<file path="config.mk">
export PLATFORM = sky130hd
export DESIGN_NAME = ex_hazard_ctrl_flat
export DESIGN_NICKNAME = d
export VERILOG_FILES = /design/src/rtl/ex_hazard_ctrl_pkg.sv /design/src/rtl/ex_hazard_ctrl_if.sv /design/src/rtl/ex_hazard_ctrl_fwd_sel.sv /design/src/rtl/ex_hazard_ctrl.sv /design/src/flat_wrapper.sv
export SDC_FILE = /design/constraint.sdc
export NUM_CORES = 1
export LEC_CHECK = 0
export CORE_MARGIN = 4
export CORE_UTILIZATION = 33
export DETAILED_ROUTE_END_ITERATION = 6
export GPL_TIMING_DRIVEN = 0
export PLACE_DENSITY = 0.82
export SETUP_SLACK_MARGIN = 0.3
export SYNTH_ARGS = -nofsm -noshare
export SYNTH_HDL_FRONTEND = slang
export SYNTH_HIERARCHICAL = 1
export SYNTH_SLANG_ARGS = --single-unit
</file>
<file path="constraint.sdc">
create_clock -name clk -period 1.8 [get_ports clk]
set_clock_uncertainty 0.15 [all_clocks]
set_input_delay 0.18 -clock clk [delete_from_list [all_inputs] [get_ports clk]]
set_output_delay 0.18 -clock clk [all_outputs]
set_load 0.03 [all_outputs]
</file>
<file path="src/rtl/ex_hazard_ctrl_pkg.sv">
// Shared pipeline definitions: forwarding-mux encodings and hazard FSM states.
package pipelinedefs;

  // Operand source select used by the EX-stage forwarding muxes
  typedef enum logic [1:0] {
    FWD_REG = 2'b00,
    FWD_MEM = 2'b01,
    FWD_WB  = 2'b10
  } fwd_sel_e;

  // Redirect sequencer states
  typedef enum logic {
    ST_RUN      = 1'b0,
    ST_REDIRECT = 1'b1
  } hz_state_e;

  localparam int RD_CNT_W = 4;

endpackage

</file>
<file path="src/rtl/ex_hazard_ctrl_if.sv">
// Bundle of EX/MA/WB hazard inputs and pipeline-control outputs.
// slave = the hazard controller, master = the surrounding pipeline (or bench).
interface ex_hazard_ctrl_if;
  logic        i_Valid_Bit;
  logic [4:0]  i_Rs1_addr;
  logic [4:0]  i_Rs2_addr;
  logic        i_need_Rs1;
  logic        i_need_Rs2;
  logic [4:0]  i_MEM_Rds_addr;
  logic        i_MEM_RegWrite;
  logic        i_MEM_Load;
  logic [4:0]  i_WB_Rds_addr;
  logic        i_WB_RegWrite;
  logic        i_Mispredict;
  logic        i_Ext_Stall;
  logic [1:0]  o_Fwrd_Ctrl1;
  logic [1:0]  o_Fwrd_Ctrl2;
  logic        o_NPC_Ctrl;
  logic        o_PC_stall;
  logic        o_IFID_stall;
  logic        o_IFID_flush;
  logic        o_IDEX_stall;
  logic        o_IDEX_flush;
  logic        o_EXMA_stall;
  logic        o_EXMA_flush;
  logic [31:0] o_Stall_Cnt;
  logic [31:0] o_Flush_Cnt;

  modport slave (
    input  i_Valid_Bit, i_Rs1_addr, i_Rs2_addr, i_need_Rs1, i_need_Rs2,
           i_MEM_Rds_addr, i_MEM_RegWrite, i_MEM_Load,
           i_WB_Rds_addr, i_WB_RegWrite, i_Mispredict, i_Ext_Stall,
    output o_Fwrd_Ctrl1, o_Fwrd_Ctrl2, o_NPC_Ctrl, o_PC_stall,
           o_IFID_stall, o_IFID_flush, o_IDEX_stall, o_IDEX_flush,
           o_EXMA_stall, o_EXMA_flush, o_Stall_Cnt, o_Flush_Cnt
  );

  modport master (
    output i_Valid_Bit, i_Rs1_addr, i_Rs2_addr, i_need_Rs1, i_need_Rs2,
           i_MEM_Rds_addr, i_MEM_RegWrite, i_MEM_Load,
           i_WB_Rds_addr, i_WB_RegWrite, i_Mispredict, i_Ext_Stall,
    input  o_Fwrd_Ctrl1, o_Fwrd_Ctrl2, o_NPC_Ctrl, o_PC_stall,
           o_IFID_stall, o_IFID_flush, o_IDEX_stall, o_IDEX_flush,
           o_EXMA_stall, o_EXMA_flush, o_Stall_Cnt, o_Flush_Cnt
  );
endinterface

</file>
<file path="src/rtl/ex_hazard_ctrl_fwd_sel.sv">
// Per-operand forwarding selector. MEM wins over WB; r0 is never forwarded.
module hz_fwd_sel
  import pipelinedefs::*;
(
  input  logic       need_i,
  input  logic [4:0] rs_i,
  input  logic [4:0] mem_rds_i,
  input  logic       mem_rw_i,
  input  logic [4:0] wb_rds_i,
  input  logic       wb_rw_i,
  output logic [1:0] fwd_o
);

  // Pick the youngest in-flight producer of this operand
  always_comb begin
    fwd_o = FWD_REG;
    if (need_i && (rs_i != 5'd0)) begin
      if (mem_rw_i && (mem_rds_i == rs_i))
        fwd_o = FWD_MEM;
      else if (wb_rw_i && (wb_rds_i == rs_i))
        fwd_o = FWD_WB;
    end
  end

endmodule

</file>
<file path="src/rtl/ex_hazard_ctrl.sv">
// EX-stage hazard controller: forwarding select, load-use bubble insertion,
// mispredict redirect sequencing and external-stall freeze.
// Optional build macro HAZ_PERF_CNT_EN adds saturating stall/flush counters;
// without it the counter ports read constant zero.
module ex_hazard_ctrl
  import pipelinedefs::*;
#(
  parameter int REDIRECT_CYCLES = 2
) (
  input  logic              clk,
  input  logic              reset,
  ex_hazard_ctrl_if.slave   bus
);

  hz_state_e           state_q, state_d;
  logic [RD_CNT_W-1:0] rd_cnt_q, rd_cnt_d;

  logic load_use, mispredict;
  logic npc, pc_stall, ifid_stall, ifid_flush, idex_stall, idex_flush;
  logic exma_stall, exma_flush;

  hz_fwd_sel u_fwd1 (
    .need_i(bus.i_need_Rs1), .rs_i(bus.i_Rs1_addr),
    .mem_rds_i(bus.i_MEM_Rds_addr), .mem_rw_i(bus.i_MEM_RegWrite),
    .wb_rds_i(bus.i_WB_Rds_addr), .wb_rw_i(bus.i_WB_RegWrite),
    .fwd_o(bus.o_Fwrd_Ctrl1)
  );

  hz_fwd_sel u_fwd2 (
    .need_i(bus.i_need_Rs2), .rs_i(bus.i_Rs2_addr),
    .mem_rds_i(bus.i_MEM_Rds_addr), .mem_rw_i(bus.i_MEM_RegWrite),
    .wb_rds_i(bus.i_WB_Rds_addr), .wb_rw_i(bus.i_WB_RegWrite),
    .fwd_o(bus.o_Fwrd_Ctrl2)
  );

  // Load in MA whose destination a valid EX instruction still needs
  assign load_use = bus.i_Valid_Bit && bus.i_MEM_Load && (bus.i_MEM_Rds_addr != 5'd0) &&
                    ((bus.i_need_Rs1 && (bus.i_Rs1_addr == bus.i_MEM_Rds_addr)) ||
                     (bus.i_need_Rs2 && (bus.i_Rs2_addr == bus.i_MEM_Rds_addr)));
  assign mispredict = bus.i_Valid_Bit && bus.i_Mispredict && !load_use;

  // Redirect sequencer state and remaining-flush counter
  always_ff @(posedge clk or negedge reset) begin
    if (!reset) begin
      state_q  <= ST_RUN;
      rd_cnt_q <= '0;
    end else begin
      state_q  <= state_d;
      rd_cnt_q <= rd_cnt_d;
    end
  end

  // Prioritised control: ext stall > load-use > mispredict > redirect tail.
  // Ext stall and load-use both hold the sequencer where it is.
  always_comb begin
    state_d    = state_q;
    rd_cnt_d   = rd_cnt_q;
    npc        = 1'b0;
    pc_stall   = 1'b0;
    ifid_stall = 1'b0;
    ifid_flush = 1'b0;
    idex_stall = 1'b0;
    idex_flush = 1'b0;
    exma_stall = 1'b0;
    exma_flush = 1'b0;
    if (bus.i_Ext_Stall) begin
      pc_stall   = 1'b1;
      ifid_stall = 1'b1;
      idex_stall = 1'b1;
      exma_stall = 1'b1;
    end else if (load_use) begin
      pc_stall   = 1'b1;
      ifid_stall = 1'b1;
      idex_stall = 1'b1;
      exma_flush = 1'b1;
    end else if (mispredict) begin
      npc        = 1'b1;
      ifid_flush = 1'b1;
      idex_flush = 1'b1;
      if (REDIRECT_CYCLES > 1) begin
        state_d  = ST_REDIRECT;
        rd_cnt_d = RD_CNT_W'(REDIRECT_CYCLES - 1);
      end else begin
        state_d  = ST_RUN;
        rd_cnt_d = '0;
      end
    end else if (state_q == ST_REDIRECT) begin
      ifid_flush = 1'b1;
      rd_cnt_d   = rd_cnt_q - 1'b1;
      if (rd_cnt_q == RD_CNT_W'(1))
        state_d = ST_RUN;
    end
  end

  // Control outputs are forced low for as long as reset is held
  assign bus.o_NPC_Ctrl   = reset & npc;
  assign bus.o_PC_stall   = reset & pc_stall;
  assign bus.o_IFID_stall = reset & ifid_stall;
  assign bus.o_IFID_flush = reset & ifid_flush;
  assign bus.o_IDEX_stall = reset & idex_stall;
  assign bus.o_IDEX_flush = reset & idex_flush;
  assign bus.o_EXMA_stall = reset & exma_stall;
  assign bus.o_EXMA_flush = reset & exma_flush;

`ifdef HAZ_PERF_CNT_EN
  logic [31:0] stall_cnt_q, flush_cnt_q;
  logic        any_stall, any_flush;

  assign any_stall = pc_stall | ifid_stall | idex_stall | exma_stall;
  assign any_flush = ifid_flush | idex_flush | exma_flush;

  // Saturating per-cycle stall/flush counters
  always_ff @(posedge clk or negedge reset) begin
    if (!reset) begin
      stall_cnt_q <= '0;
      flush_cnt_q <= '0;
    end else begin
      if (any_stall && (stall_cnt_q != 32'hFFFF_FFFF))
        stall_cnt_q <= stall_cnt_q + 32'd1;
      if (any_flush && (flush_cnt_q != 32'hFFFF_FFFF))
        flush_cnt_q <= flush_cnt_q + 32'd1;
    end
  end

  assign bus.o_Stall_Cnt = stall_cnt_q;
  assign bus.o_Flush_Cnt = flush_cnt_q;
`else
  assign bus.o_Stall_Cnt = '0;
  assign bus.o_Flush_Cnt = '0;
`endif

endmodule

</file>
<file path="src/flat_wrapper.sv">
// flat-port wrapper written by rule: the top's interface ports become plain ports
module ex_hazard_ctrl_flat import pipelinedefs::*;
#(
  parameter int REDIRECT_CYCLES = 2
)
  (clk, reset, bus_i_Valid_Bit, bus_i_Rs1_addr, bus_i_Rs2_addr, bus_i_need_Rs1, bus_i_need_Rs2, bus_i_MEM_Rds_addr, bus_i_MEM_RegWrite, bus_i_MEM_Load, bus_i_WB_Rds_addr, bus_i_WB_RegWrite, bus_i_Mispredict, bus_i_Ext_Stall, bus_o_Fwrd_Ctrl1, bus_o_Fwrd_Ctrl2, bus_o_NPC_Ctrl, bus_o_PC_stall, bus_o_IFID_stall, bus_o_IFID_flush, bus_o_IDEX_stall, bus_o_IDEX_flush, bus_o_EXMA_stall, bus_o_EXMA_flush, bus_o_Stall_Cnt, bus_o_Flush_Cnt);
  ex_hazard_ctrl_if bus_i ();
  input  logic clk;
  input  logic reset;
  input wire logic [$bits(bus_i.i_Valid_Bit)-1:0] bus_i_Valid_Bit;
  input wire logic [$bits(bus_i.i_Rs1_addr)-1:0] bus_i_Rs1_addr;
  input wire logic [$bits(bus_i.i_Rs2_addr)-1:0] bus_i_Rs2_addr;
  input wire logic [$bits(bus_i.i_need_Rs1)-1:0] bus_i_need_Rs1;
  input wire logic [$bits(bus_i.i_need_Rs2)-1:0] bus_i_need_Rs2;
  input wire logic [$bits(bus_i.i_MEM_Rds_addr)-1:0] bus_i_MEM_Rds_addr;
  input wire logic [$bits(bus_i.i_MEM_RegWrite)-1:0] bus_i_MEM_RegWrite;
  input wire logic [$bits(bus_i.i_MEM_Load)-1:0] bus_i_MEM_Load;
  input wire logic [$bits(bus_i.i_WB_Rds_addr)-1:0] bus_i_WB_Rds_addr;
  input wire logic [$bits(bus_i.i_WB_RegWrite)-1:0] bus_i_WB_RegWrite;
  input wire logic [$bits(bus_i.i_Mispredict)-1:0] bus_i_Mispredict;
  input wire logic [$bits(bus_i.i_Ext_Stall)-1:0] bus_i_Ext_Stall;
  output wire logic [$bits(bus_i.o_Fwrd_Ctrl1)-1:0] bus_o_Fwrd_Ctrl1;
  output wire logic [$bits(bus_i.o_Fwrd_Ctrl2)-1:0] bus_o_Fwrd_Ctrl2;
  output wire logic [$bits(bus_i.o_NPC_Ctrl)-1:0] bus_o_NPC_Ctrl;
  output wire logic [$bits(bus_i.o_PC_stall)-1:0] bus_o_PC_stall;
  output wire logic [$bits(bus_i.o_IFID_stall)-1:0] bus_o_IFID_stall;
  output wire logic [$bits(bus_i.o_IFID_flush)-1:0] bus_o_IFID_flush;
  output wire logic [$bits(bus_i.o_IDEX_stall)-1:0] bus_o_IDEX_stall;
  output wire logic [$bits(bus_i.o_IDEX_flush)-1:0] bus_o_IDEX_flush;
  output wire logic [$bits(bus_i.o_EXMA_stall)-1:0] bus_o_EXMA_stall;
  output wire logic [$bits(bus_i.o_EXMA_flush)-1:0] bus_o_EXMA_flush;
  output wire logic [$bits(bus_i.o_Stall_Cnt)-1:0] bus_o_Stall_Cnt;
  output wire logic [$bits(bus_i.o_Flush_Cnt)-1:0] bus_o_Flush_Cnt;
  assign bus_i.i_Valid_Bit = bus_i_Valid_Bit;
  assign bus_i.i_Rs1_addr = bus_i_Rs1_addr;
  assign bus_i.i_Rs2_addr = bus_i_Rs2_addr;
  assign bus_i.i_need_Rs1 = bus_i_need_Rs1;
  assign bus_i.i_need_Rs2 = bus_i_need_Rs2;
  assign bus_i.i_MEM_Rds_addr = bus_i_MEM_Rds_addr;
  assign bus_i.i_MEM_RegWrite = bus_i_MEM_RegWrite;
  assign bus_i.i_MEM_Load = bus_i_MEM_Load;
  assign bus_i.i_WB_Rds_addr = bus_i_WB_Rds_addr;
  assign bus_i.i_WB_RegWrite = bus_i_WB_RegWrite;
  assign bus_i.i_Mispredict = bus_i_Mispredict;
  assign bus_i.i_Ext_Stall = bus_i_Ext_Stall;
  assign bus_o_Fwrd_Ctrl1 = bus_i.o_Fwrd_Ctrl1;
  assign bus_o_Fwrd_Ctrl2 = bus_i.o_Fwrd_Ctrl2;
  assign bus_o_NPC_Ctrl = bus_i.o_NPC_Ctrl;
  assign bus_o_PC_stall = bus_i.o_PC_stall;
  assign bus_o_IFID_stall = bus_i.o_IFID_stall;
  assign bus_o_IFID_flush = bus_i.o_IFID_flush;
  assign bus_o_IDEX_stall = bus_i.o_IDEX_stall;
  assign bus_o_IDEX_flush = bus_i.o_IDEX_flush;
  assign bus_o_EXMA_stall = bus_i.o_EXMA_stall;
  assign bus_o_EXMA_flush = bus_i.o_EXMA_flush;
  assign bus_o_Stall_Cnt = bus_i.o_Stall_Cnt;
  assign bus_o_Flush_Cnt = bus_i.o_Flush_Cnt;
  ex_hazard_ctrl #(.REDIRECT_CYCLES(REDIRECT_CYCLES)) u_core (.clk(clk), .reset(reset), .bus(bus_i));
endmodule
</file>
## Word level (Yosys, flattened, before mapping)

Index checks and enable logic that the tools add are counted.

- Add/subtract/negate cells: 1
- Eq/ne operators: 7
- Multiplexer cells: 22
- Bitwise operators: 7
- Reduce and logical (&&, ||, !) cells: 21

Operator list:

| kind | number |
|---|---|
| $eq 5x5->1 | 6 |
| $reduce_bool 5->1 | 3 |
| $mux 1 | 14 |
| $logic_and 1x1->1 | 13 |
| $mux 2 | 6 |
| $mux 4 | 2 |
| $and 1x1->1 | 5 |
| $eq 4x1->1 const B | 1 |
| $sub 4x1->4 const B | 1 |
| $reduce_and 3->1 | 1 |
| $not 1->1 | 2 |
| $reduce_and 2->1 | 1 |
| $reduce_bool 2->1 | 1 |
| $logic_not 1->1 | 1 |
| $logic_or 1x1->1 | 1 |

- Register bits: 5
- Input bits: 30
- Output and inout bits: 76
- Word-level logic and storage cells: 60

## Depth between registers and ports, before layout

Gate-level depths: netlist of the first run.

- Word-level depth: 10
- Depth in mapped cells: 6
- Gate-level depth less buffers: 6

## Hierarchy

Netlist of the first run, hierarchy kept.

By module, submodules not included:

| module | times used | cells each | area each (µm²) | seq. area each (µm²) |
|---|---|---|---|---|
| ex_hazard_ctrl | 1 | 123 | 999.7 | 125.1 |
| hz_fwd_sel | 2 | 18 | 146.4 | 0.0 |

## Worst setup path before layout of the first run

Ideal clock, no wire load.

- Path kind: in2out
- From: input bus_i_MEM_Rds_addr[3]
- To: output bus_o_EXMA_flush
- Arrival: 1,888 ps
- Data required time: 1,470 ps
- Path slack: -418 ps
- Stages: 4
- Buffers on the path: 0
- Cell sequence: xor2_1 -> nor4_2 -> a32oi_1 -> nor4b_1

- Cells in the longest elaborated chain, start to end: 7
- Elaborated cells on any way between the ends: 11
- Those cells by class: 2 x eq/ne; 2 x mux; 1 x bitwise; 6 x reduce/logical

RTL lines:

| element | line | source |
|---|---|---|
| start, declared | flat_wrapper.sv:15 | `input wire logic [$bits(bus_i.i_MEM_Rds_addr)-1:0] bus_i_MEM_Rds_addr;` |
| $eq 5x5->1 (on tied branches) | ex_hazard_ctrl.sv:38, ex_hazard_ctrl.sv:39 |  |
| $logic_and 1x1->1 (on tied branches) | ex_hazard_ctrl.sv:38, ex_hazard_ctrl.sv:39 |  |
| $logic_or 1x1->1 | ex_hazard_ctrl.sv:38 | `((bus.i_need_Rs1 && (bus.i_Rs1_addr == bus.i_MEM_Rds_addr)) \|\|` |
| $logic_and 1x1->1 (*) | ex_hazard_ctrl.sv:37 | `assign load_use = bus.i_Valid_Bit && bus.i_MEM_Load && (bus.i_MEM_Rds_addr != 5'd0) &&` |
| $mux 1 (*) | ex_hazard_ctrl.sv:71 | `end else if (load_use) begin` |
| $mux 1 (*) | ex_hazard_ctrl.sv:66 | `if (bus.i_Ext_Stall) begin` |
| $and 1x1->1 (*) | ex_hazard_ctrl.sv:103 | `assign bus.o_EXMA_flush = reset & exma_flush;` |
| end, declared | flat_wrapper.sv:31 | `output wire logic [$bits(bus_i.o_EXMA_flush)-1:0] bus_o_EXMA_flush;` |

Mark *: on every way between the ends. The rest lies on a longest branch, timed or not.

## Worst setup path after layout of the first run

- From: input bus_i_Rs1_addr[1]
- To: output bus_o_NPC_Ctrl

- Cells in the longest elaborated chain, start to end: 10

RTL lines:

| element | line | source |
|---|---|---|
| start, declared | flat_wrapper.sv:11 | `input wire logic [$bits(bus_i.i_Rs1_addr)-1:0] bus_i_Rs1_addr;` |
| $eq 5x5->1 (*) | ex_hazard_ctrl.sv:38 |  |
| $logic_and 1x1->1 (*) | ex_hazard_ctrl.sv:38 |  |
| $logic_or 1x1->1 (*) | ex_hazard_ctrl.sv:38 |  |
| $logic_and 1x1->1 (*) | ex_hazard_ctrl.sv:37 |  |
| $logic_not 1->1 | ex_hazard_ctrl.sv:40 | `assign mispredict = bus.i_Valid_Bit && bus.i_Mispredict && !load_use;` |
| $logic_and 1x1->1 | ex_hazard_ctrl.sv:40 |  |
| $mux 1 | ex_hazard_ctrl.sv:76 | `end else if (mispredict) begin` |
| $mux 1 (*) | ex_hazard_ctrl.sv:71 |  |
| $mux 1 (*) | ex_hazard_ctrl.sv:66 |  |
| $and 1x1->1 (*) | ex_hazard_ctrl.sv:96 | `assign bus.o_NPC_Ctrl = reset & npc;` |
| end, declared | flat_wrapper.sv:24 | `output wire logic [$bits(bus_i.o_NPC_Ctrl)-1:0] bus_o_NPC_Ctrl;` |

Marks and branches as above.

==> results of run 1 <==
cell type report:
type	instances	area share
Timing Repair Buffer	51	0.217
Inverter	2	0.00332
Multi-Input combinational cell	147	0.447
Tap cell	48	0.0266
Buffer	68	0.230
Sequential cell	5	0.0553
Clock buffer	3	0.0183
Clock inverter	1	0.00221
repair_timing:
action                                  4_1_cts  5_1_grt
pin swaps                                    21       14
hold buffers                                  1        0
resized for setup                           177       33
endpoints found under the setup margin       17       16
hold endpoints to repair                      5        0
setup buffers                                 7        2
flip-flops by register name, indices dropped and copies added (netlist names):
signal           count
u_core/state_q       1
u_core/rd_cnt_q      4
critical path, cell delays in order:
cell	delay (ps)
buf_8	100
xor2_2	170
nor4_2	350
a32oi_2	190
o21ba_4	250
and3_4	160
buf_6	110
buf_6	120
metrics by stage:
step           instances  power, W
2_1_floorplan        222  0.000726
4_1_cts              323   0.00114
6_report             325   0.00119
3_5_place_dp         311  0.000903
5_1_grt              325   0.00126
3_3_place_gp         311  0.000878
final timing paths:
path / startpoint / end / slack (ps) / cells after the start
worst max-delay path: bus_i_Rs1_addr[1] / bus_o_NPC_Ctrl / -150 / 8
worst max register to register: u_core/rd_cnt_q[0]$_DFFE_PN0P_ / u_core/rd_cnt_q[3]$_DFFE_PN0P_ / 160 / 5
min in group asynchronous: reset / u_core/rd_cnt_q[1]$_DFFE_PN0P_ / 430 / 2
worst min register to register: u_core/rd_cnt_q[1]$_DFFE_PN0P_ / u_core/rd_cnt_q[1]$_DFFE_PN0P_ / 400 / 1
max in group asynchronous: reset / u_core/rd_cnt_q[3]$_DFFE_PN0P_ / 850 / 2
worst min-delay path: u_core/rd_cnt_q[1]$_DFFE_PN0P_ / u_core/rd_cnt_q[1]$_DFFE_PN0P_ / 400 / 1
cells by family after synthesis:
family,count (synthesis),synth area share
flip-flops,5,0.0968
AND/OR/NAND/NOR,36,0.184
adder cells (fa/ha/maj),2,0.0194
AO/OA/AOI/OAI,15,0.0958
XOR/XNOR,30,0.203
buffers and inverters,70,0.398
other,1,0.00290
layer usage:
metal,wire length [µm],up-vias,track usage
li1,-,638,-
met2,1840,62,0.235
met4,46,0,0.0418
met3,324,8,0.0213
met1,1220,551,0.152
met5,0,-,0
where the power goes:
group          internal, W  switching [W]  total, W  leakage (nW)
clock network     0.000150      0.0000660  0.000216        0.0255
registers         0.000161      0.0000574  0.000219        0.0625
logic             0.000340       0.000412  0.000752          1.12
total             0.000651       0.000535   0.00119          1.21
Yosys cell counts, drive strengths merged:
master | count | area (µm²)
nor3 | 1 | 5.00
and3 | 2 | 12.5
a32o | 1 | 10.0
a21oi | 1 | 5.00
nor2b | 1 | 6.26
nand2 | 2 | 7.51
nor4b | 3 | 26.3
nor3b | 3 | 32.5
dfrtp | 5 | 125
or4 | 3 | 30.0
conb | 1 | 3.75
xnor2 | 6 | 52.6
ha | 2 | 25.0
o21ba | 1 | 16.3
a22o | 3 | 26.3
and2 | 3 | 18.8
o21ai | 6 | 37.5
nand3 | 4 | 20.0
a32oi | 1 | 8.76
and3b | 1 | 8.76
xor2 | 24 | 210
a22oi | 1 | 7.51
buf | 67 | 503
nor2 | 7 | 26.3
inv | 2 | 7.51
o211ai | 1 | 12.5
nor4 | 6 | 43.8
clkbuf | 1 | 3.75
==> run_results.csv, run 1 <==
group,metric,value,unit
clocking,clkLatencyLatePin,230,ps
placed_design,place_ws,-1300,ps
cells_and_area,register_area,125,µm²
sta,final.setup.tns,-734,ps
cells_and_area,drive_above_1_share,0.505,
placed_design,portBuffers,41,
global_routing,grt_pass1_vias,1201,
global_routing,track_usage,0.128,
cells_and_area,multi_input_area,1010,µm²
cells_and_area,antenna_cells,0,
cells_and_area,layout_common_cells,"buf_4 (74), conb_1 (64), xor2_1 (21)",
clocking,cts_tree,"yes",
pwr,leakage,1.21,nW
floorplanning,core,3720,µm²
clocking,clkSinkCount,5,
pwr,powerDensity,525,nW/µm²
logic_synthesis,yosysSeqAreaShare,0.0968,
cells_and_area,postLayoutCoreUtil,0.608,
worst_setup_path,worst_ep_arrival_time,1620,ps
worst_setup_path,endpoint_kind,"output pin",
cells_and_area,layout_commonest_cell,"buf_4",
drt,vias,1259,
logic_synthesis,postSynthCellCount,159,
logic_synthesis,ys_types,34,
clocking,cts_buffers,3,
clocking,path_clk_slew,40,ps
worst_setup_path,cp.required,1470,ps
sta,fin_ws,-152,ps
logic_synthesis,syn_area,1290,µm²
sta,fin_crit,1950,ps
flow_run,cap_violations,0,
cells_and_area,layout.nets,310,
cells_and_area,fill_cells,339,
global_routing,grt_max_degree,8,
global_routing,antenna_found_initial,0,
drt,wl,3.43,mm
global_routing,grt_pass1_wl,5.35,mm
sta,worst_hold_slack,399,ps
floorplanning,rows,22,
drt,drt_iter0_drc,84,
cells_and_area,stdcell_area,2260,µm²
cells_and_area,syn_to_final_growth,74.9,%
pwr,ir_worst_vdd,188,µV
sta,drv_slew,0,
drt,final_antenna_net_count,0,
sta,max_freq,0.512,GHz
status,violations,"setup timing",
sta,rsz0062_at_grt,"true",
sta,report.final.hold_viol_count,0,
clocking,cts.htree.levels,1,
floorplanning,num_io_pins,106,
drt,drtPass1Iterations,4,
drt,vias_per_cell,3.87,
clocking,cts-root-buf,"clkbuf_8",
clocking,cts.path.max_buffers,2,
worst_setup_path,critPathLaunchType,"input port",
floorplanning,die_height,70.6,µm
drt,drc,0,
logic_synthesis,ys_seq_elements,5,
sta,finalSetupViolations,7,
worst_setup_path,path_class,"in2out",
placed_design,routabilityCongestion,0.843,
logic_synthesis,ys_warn_count,6,
global_routing,grt_overflow,0,
placed_design,place_area,2050,µm²
worst_setup_path,cp_max_fo,4,
drt,avgRoutedWirePerCell,10.6,µm
floorplanning,start_util,0.348,
worst_hold_path,hold_class,"reg2reg",
floorplanning,die_area,4980,µm²
logic_synthesis,avgSynthCellArea,8.13,µm²
floorplanning,die_w,70.6,µm
sta,period_share,1.08,
placed_design,dpl.hpwl,2.80,mm
status,outcome,"finished, violations left",
Note: power is estimated with default switching activity, not from simulation.
==> run 2: changes to the inputs <==
SETUP_SLACK_MARGIN = default   (was 0.3)
==> run 2 against run 1 <==
Net effect:
- the flow still finishes with violations (setup timing)
- flip-flop and latch count stayed put
- sequential share of layout area is 0.21 points higher
- clock power is 2% lower
- setup slack better by 21 ps
- register-to-register slack better by 40 ps
- global-route usage is 0.67 points higher
- hold slack worse by 6.4 ps
- maximum frequency is 1.1% higher
- cell area is 3.6% lower
- combinational power is 3.3% lower
- clock-buffer cell count is 1 higher
- critical path type unchanged
- largest power group unchanged
==> run_results.csv, run 2 (synthesis gave the netlist of run 1 again) <==
group,metric,value,unit
status,outcome,"finished, violations left",
status,violations,"setup timing",
drt,avgRoutedWirePerCell,10.9,µm
floorplanning,num_io_pins,106,
placed_design,place_area,2050,µm²
cells_and_area,fin_cells,323,
drt,drc,0,
sta,max_freq,0.518,GHz
sta,rsz0062_at_grt,"true",
drt,vias,1243,
pwr,leakage,1.18,nW
cells_and_area,layout_commonest_cell,"buf_4",
worst_hold_path,hold_class,"reg2reg",
placed_design,portBuffers,41,
cells_and_area,syn_to_final_growth,68.6,%
cells_and_area,largest_register,"u_core/rd_cnt_q",
pwr,power,0.00115,W
flow_run,cap_violations,0,
cells_and_area,reg_top3,"u_core/rd_cnt_q (4), u_core/state_q (1)",
pwr,powerDensity,529,nW/µm²
global_routing,antenna_found_initial,0,
cells_and_area,layout_common_cells,"buf_4 (77), conb_1 (64), xor2_1 (21)",
sta,period_share,1.07,
sta,finalSetupViolations,7,
clocking,cts-root-buf,"clkbuf_8",
worst_setup_path,endpoint_kind,"output pin",
floorplanning,die_height,70.6,µm
sta,drv_slew,0,
global_routing,grt_pass1_wl,5.53,mm
global_routing,grt_pass1_vias,1228,
drt,drt_iter0_drc,100,
clocking,cts_tree,"yes",
worst_setup_path,critPathLaunchType,"input port",
global_routing,grt_max_degree,8,
cells_and_area,layout.nets,308,
sta,final.setup.tns,-614,ps
clocking,clkLatencyLatePin,220,ps
clocking,cts.htree.levels,1,
global_routing,grt_overflow,0,
floorplanning,start_util,0.348,
floorplanning,core,3720,µm²
placed_design,place_ws,-1310,ps
drt,drtPass1Iterations,4,
cells_and_area,largest_reg_flops,4,
clocking,cts.path.max_buffers,2,
sta,fin_crit,1930,ps
floorplanning,die_area,4980,µm²
placed_design,dp.cells,311,
floorplanning,rows,22,
worst_setup_path,path_class,"in2out",
cells_and_area,antenna_cells,0,
worst_setup_path,worst_ep_arrival_time,1600,ps
cells_and_area,stdcell_area,2180,µm²
worst_setup_path,cp_max_fo,4,
sta,report.final.hold_viol_count,0,
cells_and_area,fill_cells,375,
clocking,cts_buffers,3,
cells_and_area,drive_above_1_share,0.455,
pwr,ir_worst_vdd,234,µV
clocking,clkSinkCount,5,
drt,wl,3.52,mm
floorplanning,die_w,70.6,µm
clocking,path_clk_slew,40,ps
sta,fin_ws,-131,ps
placed_design,routabilityCongestion,0.854,
drt,final_antenna_net_count,0,
placed_design,dpl.hpwl,2.87,mm
global_routing,track_usage,0.135,
drt,vias_per_cell,3.85,
worst_setup_path,cp.required,1470,ps
==> run 2: changes by cell type in the layout (fill, tap and decap cells not counted), sizes merged <==
cell	delta
dlygate4sd2	+1
clkdlybuf4s50	+4
clkinv	-1
buf	-8
dlymetal6s2s	+1
clkbuf	+1
==> run 2: cell type report <==
| cell class | instances | area, µm² | share of cell area |
|---|---|---|---|
| Buffer | 67 | 514 | 0.236 |
| Clock buffer | 4 | 45.0 | 0.0207 |
| Inverter | 2 | 7.51 | 0.00344 |
| Multi-Input combinational cell | 147 | 973 | 0.447 |
| Sequential cell | 5 | 125 | 0.0574 |
| Tap cell | 48 | 60.1 | 0.0276 |
| Timing Repair Buffer | 50 | 454 | 0.208 |
==> run 2: worst paths after layout <==
| path | startpoint | depth (start not counted) | endpoint | slack (ps) |
|---|---|---|---|---|
| setup / recovery | bus_i_MEM_Rds_addr[1] | 8 | bus_o_NPC_Ctrl | -130 |
| hold / removal | u_core/rd_cnt_q[3]$_DFFE_PN0P_ | 1 | u_core/rd_cnt_q[3]$_DFFE_PN0P_ | 390 |
| setup reg to reg | u_core/rd_cnt_q[0]$_DFFE_PN0P_ | 5 | u_core/rd_cnt_q[3]$_DFFE_PN0P_ | 200 |
| hold reg to reg | u_core/rd_cnt_q[3]$_DFFE_PN0P_ | 1 | u_core/rd_cnt_q[3]$_DFFE_PN0P_ | 390 |
| max in group asynchronous | reset | 2 | u_core/state_q$_DFFE_PN0P_ | 850 |
| min in group asynchronous | reset | 2 | u_core/rd_cnt_q[2]$_DFFE_PN0P_ | 440 |
==> run 2: worst max-delay path, stage by stage <==
cell and delay (ps):
buf_8 100, xor2_1 160, nor4_2 330, a32oi_2 180, o21ba_4 260, and3_4 160, buf_6 110, buf_6 120
==> run 2: report_power, final <==
group	leakage, nW	internal, W	switching (W)
logic	1.09	0.000324	0.000403
registers	0.0625	0.000162	0.0000532
clock network	0.0228	0.000152	0.0000591
total	1.18	0.000638	0.000515
==> run 2: metrics by stage <==
step / hold WS (ps) / util
global placement: 326 / 0.552
CTS: 387 / 0.576
global route: 422 / 0.587
floorplan: -266 / -
detailed placement: 329 / 0.552
finish: 392 / 0.587
==> run 2: repair_timing <==
item | 4_1_cts | 5_1_grt
hold buffers | 1 | 0
pin swaps | 11 | 8
endpoints found under the hold margin | 5 | 0
gates resized for setup | 141 | 16
setup buffers | 6 | 2
setup endpoints to repair | 17 | 11
==> run 2: per-layer routing <==
layer / wire length [µm] / global-route usage
met1: 1240 / 0.151
met2: 1940 / 0.257
met3: 270 / 0.0199
met4: 65 / 0.0501
met5: 0 / 0
